--- src/rtl/posit_pkg.sv ---
// +------------------------------------------------------------------+
// | posit_pkg: shared posit<32,2> widths and unpacked-field record.  |
// | Rev 1.0                                                          |
// +------------------------------------------------------------------+
`default_nettype none

package posit_pkg;
    localparam int N  = 32;
    localparam int ES = 2;
    localparam int SW = 8;
    localparam int FW = N - ES - 2;

    typedef struct packed {
        logic          sign;
        logic [SW-1:0] scale;
        logic [FW-1:0] frac;
        logic          zero;
        logic          inf;
    } posit_unpacked_t;
endpackage

`default_nettype wire

--- src/rtl/posit_lzc.sv ---
// +------------------------------------------------------------------+
// | posit_lzc: combinational leading-run counter (run of MSB value). |
// | Rev 1.0                                                          |
// +------------------------------------------------------------------+
`default_nettype none

module posit_lzc #(
    parameter int W  = 31,
    parameter int CW = $clog2(W + 1)
) (
    input  logic [W-1:0]  x_i,
    output logic [CW-1:0] cnt_o,
    output logic          bit_o
);
    logic [CW-1:0] cnt;
    logic          run;

    always_comb begin
        cnt = '0;
        run = 1'b1;
        for (int i = W - 1; i >= 0; i--) begin
            if (run && (x_i[i] == x_i[W-1])) begin
                cnt = cnt + CW'(1);
            end else begin
                run = 1'b0;
            end
        end
    end

    assign cnt_o = cnt;
    assign bit_o = x_i[W-1];
endmodule

`default_nettype wire

--- src/rtl/posit_extract.sv ---
// +------------------------------------------------------------------+
// | posit_extract: 3-stage posit<32,2> unpacker (sign/scale/frac).   |
// | Option POSIT_EXTRACT_OUTREG_EN adds an output flop stage (lat 4).|
// | Rev 1.0                                                          |
// +------------------------------------------------------------------+
`default_nettype none

module posit_extract #(
    parameter int N  = posit_pkg::N,
    parameter int ES = posit_pkg::ES,
    parameter int SW = posit_pkg::SW,
    parameter int FW = posit_pkg::FW
) (
    input  logic          clk,
    input  logic          rst_n,
    input  logic [N-1:0]  in_i,
    input  logic          start_i,
    output logic          sign_o,
    output logic [SW-1:0] scale_o,
    output logic [FW-1:0] frac_o,
    output logic          zero_o,
    output logic          inf_o,
    output logic          done_o
);
    import posit_pkg::*;

    localparam int CW = $clog2(N);
    localparam int KW = SW - ES;
    localparam int RW = ES + FW - 1;

    logic            s1_vld_q, s1_sign_q, s1_zero_q, s1_inf_q;
    logic [N-2:0]    s1_mag_q, s1_mag_d;
    logic [CW-1:0]   lzc_cnt;
    logic            lzc_bit;
    logic [KW-1:0]   cnt_ext;
    logic            s2_vld_q, s2_sign_q, s2_zero_q, s2_inf_q;
    logic [KW-1:0]   s2_k_q, s2_k_d;
    logic [CW-1:0]   s2_sh_d;
    logic [RW-1:0]   s2_rem_q, s2_rem_d;
    logic            s3_vld_q;
    posit_unpacked_t s3_q, s3_d;

    // Low bits of the two's complement only depend on low input bits.
    assign s1_mag_d = in_i[N-1] ? (~in_i[N-2:0] + (N-1)'(1)) : in_i[N-2:0];

    always_ff @(posedge clk or negedge rst_n) begin
        if (!rst_n) begin
            s1_vld_q  <= 1'b0;
            s1_sign_q <= 1'b0;
            s1_zero_q <= 1'b0;
            s1_inf_q  <= 1'b0;
            s1_mag_q  <= '0;
        end else begin
            s1_vld_q <= start_i;
            if (start_i) begin
                s1_sign_q <= in_i[N-1];
                s1_zero_q <= (in_i == '0);
                s1_inf_q  <= (in_i == {1'b1, {(N-1){1'b0}}});
                s1_mag_q  <= s1_mag_d;
            end
        end
    end

    posit_lzc #(.W(N - 1), .CW(CW)) u_lzc (
        .x_i   (s1_mag_q),
        .cnt_o (lzc_cnt),
        .bit_o (lzc_bit)
    );

    // Drop regime plus terminator; a full-width regime leaves nothing behind.
    assign cnt_ext  = KW'(lzc_cnt);
    assign s2_k_d   = lzc_bit ? (cnt_ext - KW'(1)) : (KW'(0) - cnt_ext);
    assign s2_sh_d  = (lzc_cnt >= CW'(N - 2)) ? CW'(N - 1) : (lzc_cnt + CW'(1));
    assign s2_rem_d = RW'((s1_mag_q << s2_sh_d) >> (N - 1 - RW));

    always_ff @(posedge clk or negedge rst_n) begin
        if (!rst_n) begin
            s2_vld_q  <= 1'b0;
            s2_sign_q <= 1'b0;
            s2_zero_q <= 1'b0;
            s2_inf_q  <= 1'b0;
            s2_k_q    <= '0;
            s2_rem_q  <= '0;
        end else begin
            s2_vld_q <= s1_vld_q;
            if (s1_vld_q) begin
                s2_sign_q <= s1_sign_q;
                s2_zero_q <= s1_zero_q;
                s2_inf_q  <= s1_inf_q;
                s2_k_q    <= s2_k_d;
                s2_rem_q  <= s2_rem_d;
            end
        end
    end

    always_comb begin
        s3_d = '0;
        if (s2_inf_q) begin
            s3_d.inf  = 1'b1;
            s3_d.sign = 1'b1;
        end else if (s2_zero_q) begin
            s3_d.zero = 1'b1;
        end else begin
            s3_d.sign  = s2_sign_q;
            s3_d.scale = {s2_k_q, s2_rem_q[RW-1 -: ES]};
            s3_d.frac  = {1'b1, s2_rem_q[RW-ES-1:0]};
        end
    end

    always_ff @(posedge clk or negedge rst_n) begin
        if (!rst_n) begin
            s3_vld_q <= 1'b0;
            s3_q     <= '0;
        end else begin
            s3_vld_q <= s2_vld_q;
            if (s2_vld_q) begin
                s3_q <= s3_d;
            end
        end
    end

`ifdef POSIT_EXTRACT_OUTREG_EN
    logic            out_vld_q;
    posit_unpacked_t out_q;

    always_ff @(posedge clk or negedge rst_n) begin
        if (!rst_n) begin
            out_vld_q <= 1'b0;
            out_q     <= '0;
        end else begin
            out_vld_q <= s3_vld_q;
            if (s3_vld_q) begin
                out_q <= s3_q;
            end
        end
    end

    assign done_o  = out_vld_q;
    assign sign_o  = out_q.sign;
    assign scale_o = out_q.scale;
    assign frac_o  = out_q.frac;
    assign zero_o  = out_q.zero;
    assign inf_o   = out_q.inf;
`else
    assign done_o  = s3_vld_q;
    assign sign_o  = s3_q.sign;
    assign scale_o = s3_q.scale;
    assign frac_o  = s3_q.frac;
    assign zero_o  = s3_q.zero;
    assign inf_o   = s3_q.inf;
`endif
endmodule

`default_nettype wire

--- config.mk ---
export PLATFORM = sky130hd
export DESIGN_NAME = posit_extract
export DESIGN_NICKNAME = d
export VERILOG_FILES = /design/src/rtl/posit_pkg.sv /design/src/rtl/posit_lzc.sv /design/src/rtl/posit_extract.sv
export SDC_FILE = /design/constraint.sdc
export NUM_CORES = 1
export LEC_CHECK = 0
export BUFFER_PORTS_ARGS = -buffer_cell sky130_fd_sc_hd__buf_2
export CORE_ASPECT_RATIO = 1.1
export CORE_MARGIN = 5
export CORE_UTILIZATION = 39
export CTS_BUF_LIST = sky130_fd_sc_hd__clkbuf_2 sky130_fd_sc_hd__clkbuf_4 sky130_fd_sc_hd__clkbuf_8
export DETAILED_ROUTE_END_ITERATION = 10
export PLACE_DENSITY = 0.51
export SKIP_LAST_GASP = 1
export SYNTH_ARGS = -nofsm -noshare
export SYNTH_HDL_FRONTEND = slang
export SYNTH_SLANG_ARGS = --single-unit
--- constraint.sdc ---
create_clock -name clk -period 26.9 [get_ports clk]
set_clock_uncertainty 0.15 [all_clocks]
set_input_delay 0 -clock clk [delete_from_list [all_inputs] [get_ports clk]]
set_output_delay 0 -clock clk [all_outputs]
set_load 0.05 [all_outputs]
==> metrics.txt <==
gpl congestion 0.957; DR WL/cell 18.3 um; DRT Wirelength 34000 um; switch share 46.3%; fin crit period 20160 ps; Async S/R FF share, synth 100%; Post-DRT Antenna Nets 0; Final Setup Violations 0; all-layer global routing usage 21.2%; CTS H-tree depth 4; post-synthesis sequential area ratio 25.9%; Root Driver clkbuf_8; clk slew on worst S/H paths 70 ps; Peak VDD IR 59.1 uV; number of synthesized flops with an enable pin 0; count leader, synth nand2_1; initial antenna violation count 0; Mapped Nets 1483; max frequency 49.6 MHz; placed cells 1769; residual DRC count 0; predominant post-synthesis flop cell dfrtp_1; fin crit share 74.9%; Die ar. 31800 sq um; CTS tree done; share of the synthesized area in the top cell type 25.9%; core area 27900 sq um; synth top area cells dfrtp_1 26%, nand2_1 6.1%, a21oi_1 4.8%; Ys Warns 0; Fill cells 2855; clock latency on the worst-skew pair 450 ps; Flop pwr share 28.0%; run status finished clean; CP max-delay cell or4_4; Area growth, synth to finish 14.3%; Hold Slack 269 ps; dominant cell type by area after synthesis dfrtp_1; setup TNS 0 ps; worst min path class primary input to flop; max incr delay on CP 600 ps; combinational cell fraction of total power 52.0%; DR iter-0 viols 1037; top cells by count, synth 180 x nand2_1, 141 x nor2_1, 114 x dfrtp_1; Mapped Avg Cell Area 7.78 sq um; Netlist Area Pre-Place 11000 sq um; Max Slew Vio Count 0; # nets final 1548; 1st-pass router iterations 6; Yosys cell types 104; first-pass GRT wire length 55800 um; CTS Sinks 114; Detail Placement HPWL 25000 um; initial core utilization 39.6%; critical-path maximum fanout 30; Die Wd 170 um; post-cts gate resize count 0; Lkg Pwr 0.00526 uW; startpoint types flop; clk buf depth 2; final hold violation count 0; max-cap violations 0; RSZ-0062 raised after global routing no; via count 10800; Critical Path AT 20370 ps; row cnt 64; Setup crit end kind flop; #FFs+latches synth 114; kind of critical path flop to flop; clock share of power 19.9%; Overflow after GRT 0; largest net degree at the start of global routing 80; Slew @ Worst Pin 1130 ps; Vias/cell 5.83; Core Util, Final 45.3%; Cell Pwr Density 77.3 nW/um^2; Die Height 186 um; most frequent cell on the critical path ha_1; Critical Path RT 27110 ps; vias in the first global route 10400; share of cells above drive strength 1 13.5%; P_sw 451 uW; cell internal pwr 524 uW; count of non-filler cells in the finished layout 1859; Mapped Cells 1418; relative slew slack 24.0%; diode count 0; port bufs 74; Num CTS Buffers 17; I/O pin count 75
==> sequential cells by signal, indices dropped and copies added (netlist names), 6 cells and up <==
register	cells
frac_o	28
scale_o	8
s1_mag_q	31
s2_k_q	6
s2_rem_q	29
==> cells by family (layout without fill, tap and decap cells) <==
group                      count (synthesis)  in the layout  synth area share [%]
buffers and inverters                    148            226                  5.62
xor gates and xnor gates                  97             97                  8.54
adders and majority gates                 36             36                  3.95
and+or+nand+nor                          544            544                  24.3
AOI/OAI and AO/OA                        430            430                  27.0
DFF                                      114            114                  25.9
muxes                                     49             49                  4.77
==> layer usage <==
layer | vias up | track usage, % | part of all wire [%] | wire [um]
met5 | - | 0 | 0 | 0
li1 | 5311 | - | - | -
met2 | 316 | 34.6 | 47 | 16000
met1 | 5158 | 29.2 | 46 | 15600
met3 | 59 | 2.81 | 4.7 | 1590
met4 | 0 | 6.42 | 2.5 | 859
==> critical path: cells and delay by family (launching register included) <==
kind                     cells  cell delay [ps]
adder cells (fa/ha/maj)     24             7090
multiplexers                 8             1580
flip-flops                   1              580
buffers and inverters        3              820
AND/OR/NAND/NOR             27             4240
AO/OA/AOI/OAI               28             5620
==> power groups by stage <==
stage,logic [uW],registers (uW),clock network (uW)
detailed placement,492,277,0
finish,507,273,194
global route,555,282,205
CTS,504,274,198
floorplan,323,320,0
global placement,492,276,0
==> stage by stage <==
| step | cell area, sq um | setup WS, ps | total power [uW] |
|---|---|---|---|
| after CTS | 12600 | 6880 | 976 |
| after global placement | 11600 | 7510 | 767 |
| final | 12600 | 6740 | 975 |
| after global routing | 12600 | 5320 | 1040 |
| after detailed placement | 11600 | 7010 | 769 |
| after floorplan | 11000 | 7740 | 643 |
==> placed cells by master (no fill, tap or decap), types with 10 or more instances in the layout <==
| cell type | instances |
|---|---|
| nand2_1 | 180 |
| nor2_1 | 141 |
| dfrtp_1 | 113 |
| a21oi_1 | 106 |
| o21ai_0 | 74 |
| buf_2 | 73 |
| dlygate4sd3_1 | 57 |
| xor2_1 | 47 |
| a22o_1 | 45 |
| inv_1 | 43 |
| nand3_1 | 42 |
| xnor2_1 | 41 |
| mux2i_1 | 31 |
| ha_1 | 30 |
| nor3_1 | 29 |
| o211ai_1 | 25 |
| and3_1 | 19 |
| clkbuf_8 | 19 |
| buf_4 | 18 |
| a31oi_1 | 17 |
| o31ai_1 | 16 |
| mux2_2 | 15 |
| o22ai_1 | 14 |
| or4_1 | 14 |
| and2_1 | 14 |
| o21a_1 | 14 |
| or3_1 | 13 |
| a22oi_1 | 13 |
| or2_2 | 12 |
| nand4_1 | 10 |
==> worst paths after layout <==
| kind | startpoint | end | slack, ps | cells past startpoint |
|---|---|---|---|---|
| max | s1_mag_q[30] | s2_rem_q[21] | 6740 | 90 |
| min | in_i[2] | s1_mag_q[2] | 270 | 4 |
| max reg2reg | s1_mag_q[30] | s2_rem_q[21] | 6740 | 90 |
| min reg2reg | s2_vld_q | done_o | 320 | 0 |
| max in group asynchronous | rst_n | s2_k_q[2] | 25210 | 4 |
| min in group asynchronous | rst_n | sign_o | 450 | 4 |
==> area by class of cell <==
class                   instances  area (sq um)  area share [%]
clock inverters                12           203            1.61
repair buffers                149          1090            8.65
inverters                      45           169            1.34
clock buffers                  20           269            2.13
multi-input cells            1156          7570            60.0
well taps                     363           454            3.60
flip-flops and latches        114          2860            22.6
==> what timing repair did <==
item	4_1_cts	5_1_grt
hold buffers	58	0
hold endpoints to repair	73	0
setup buffers	0	0
Note: power is estimated with default switching activity, not from simulation.
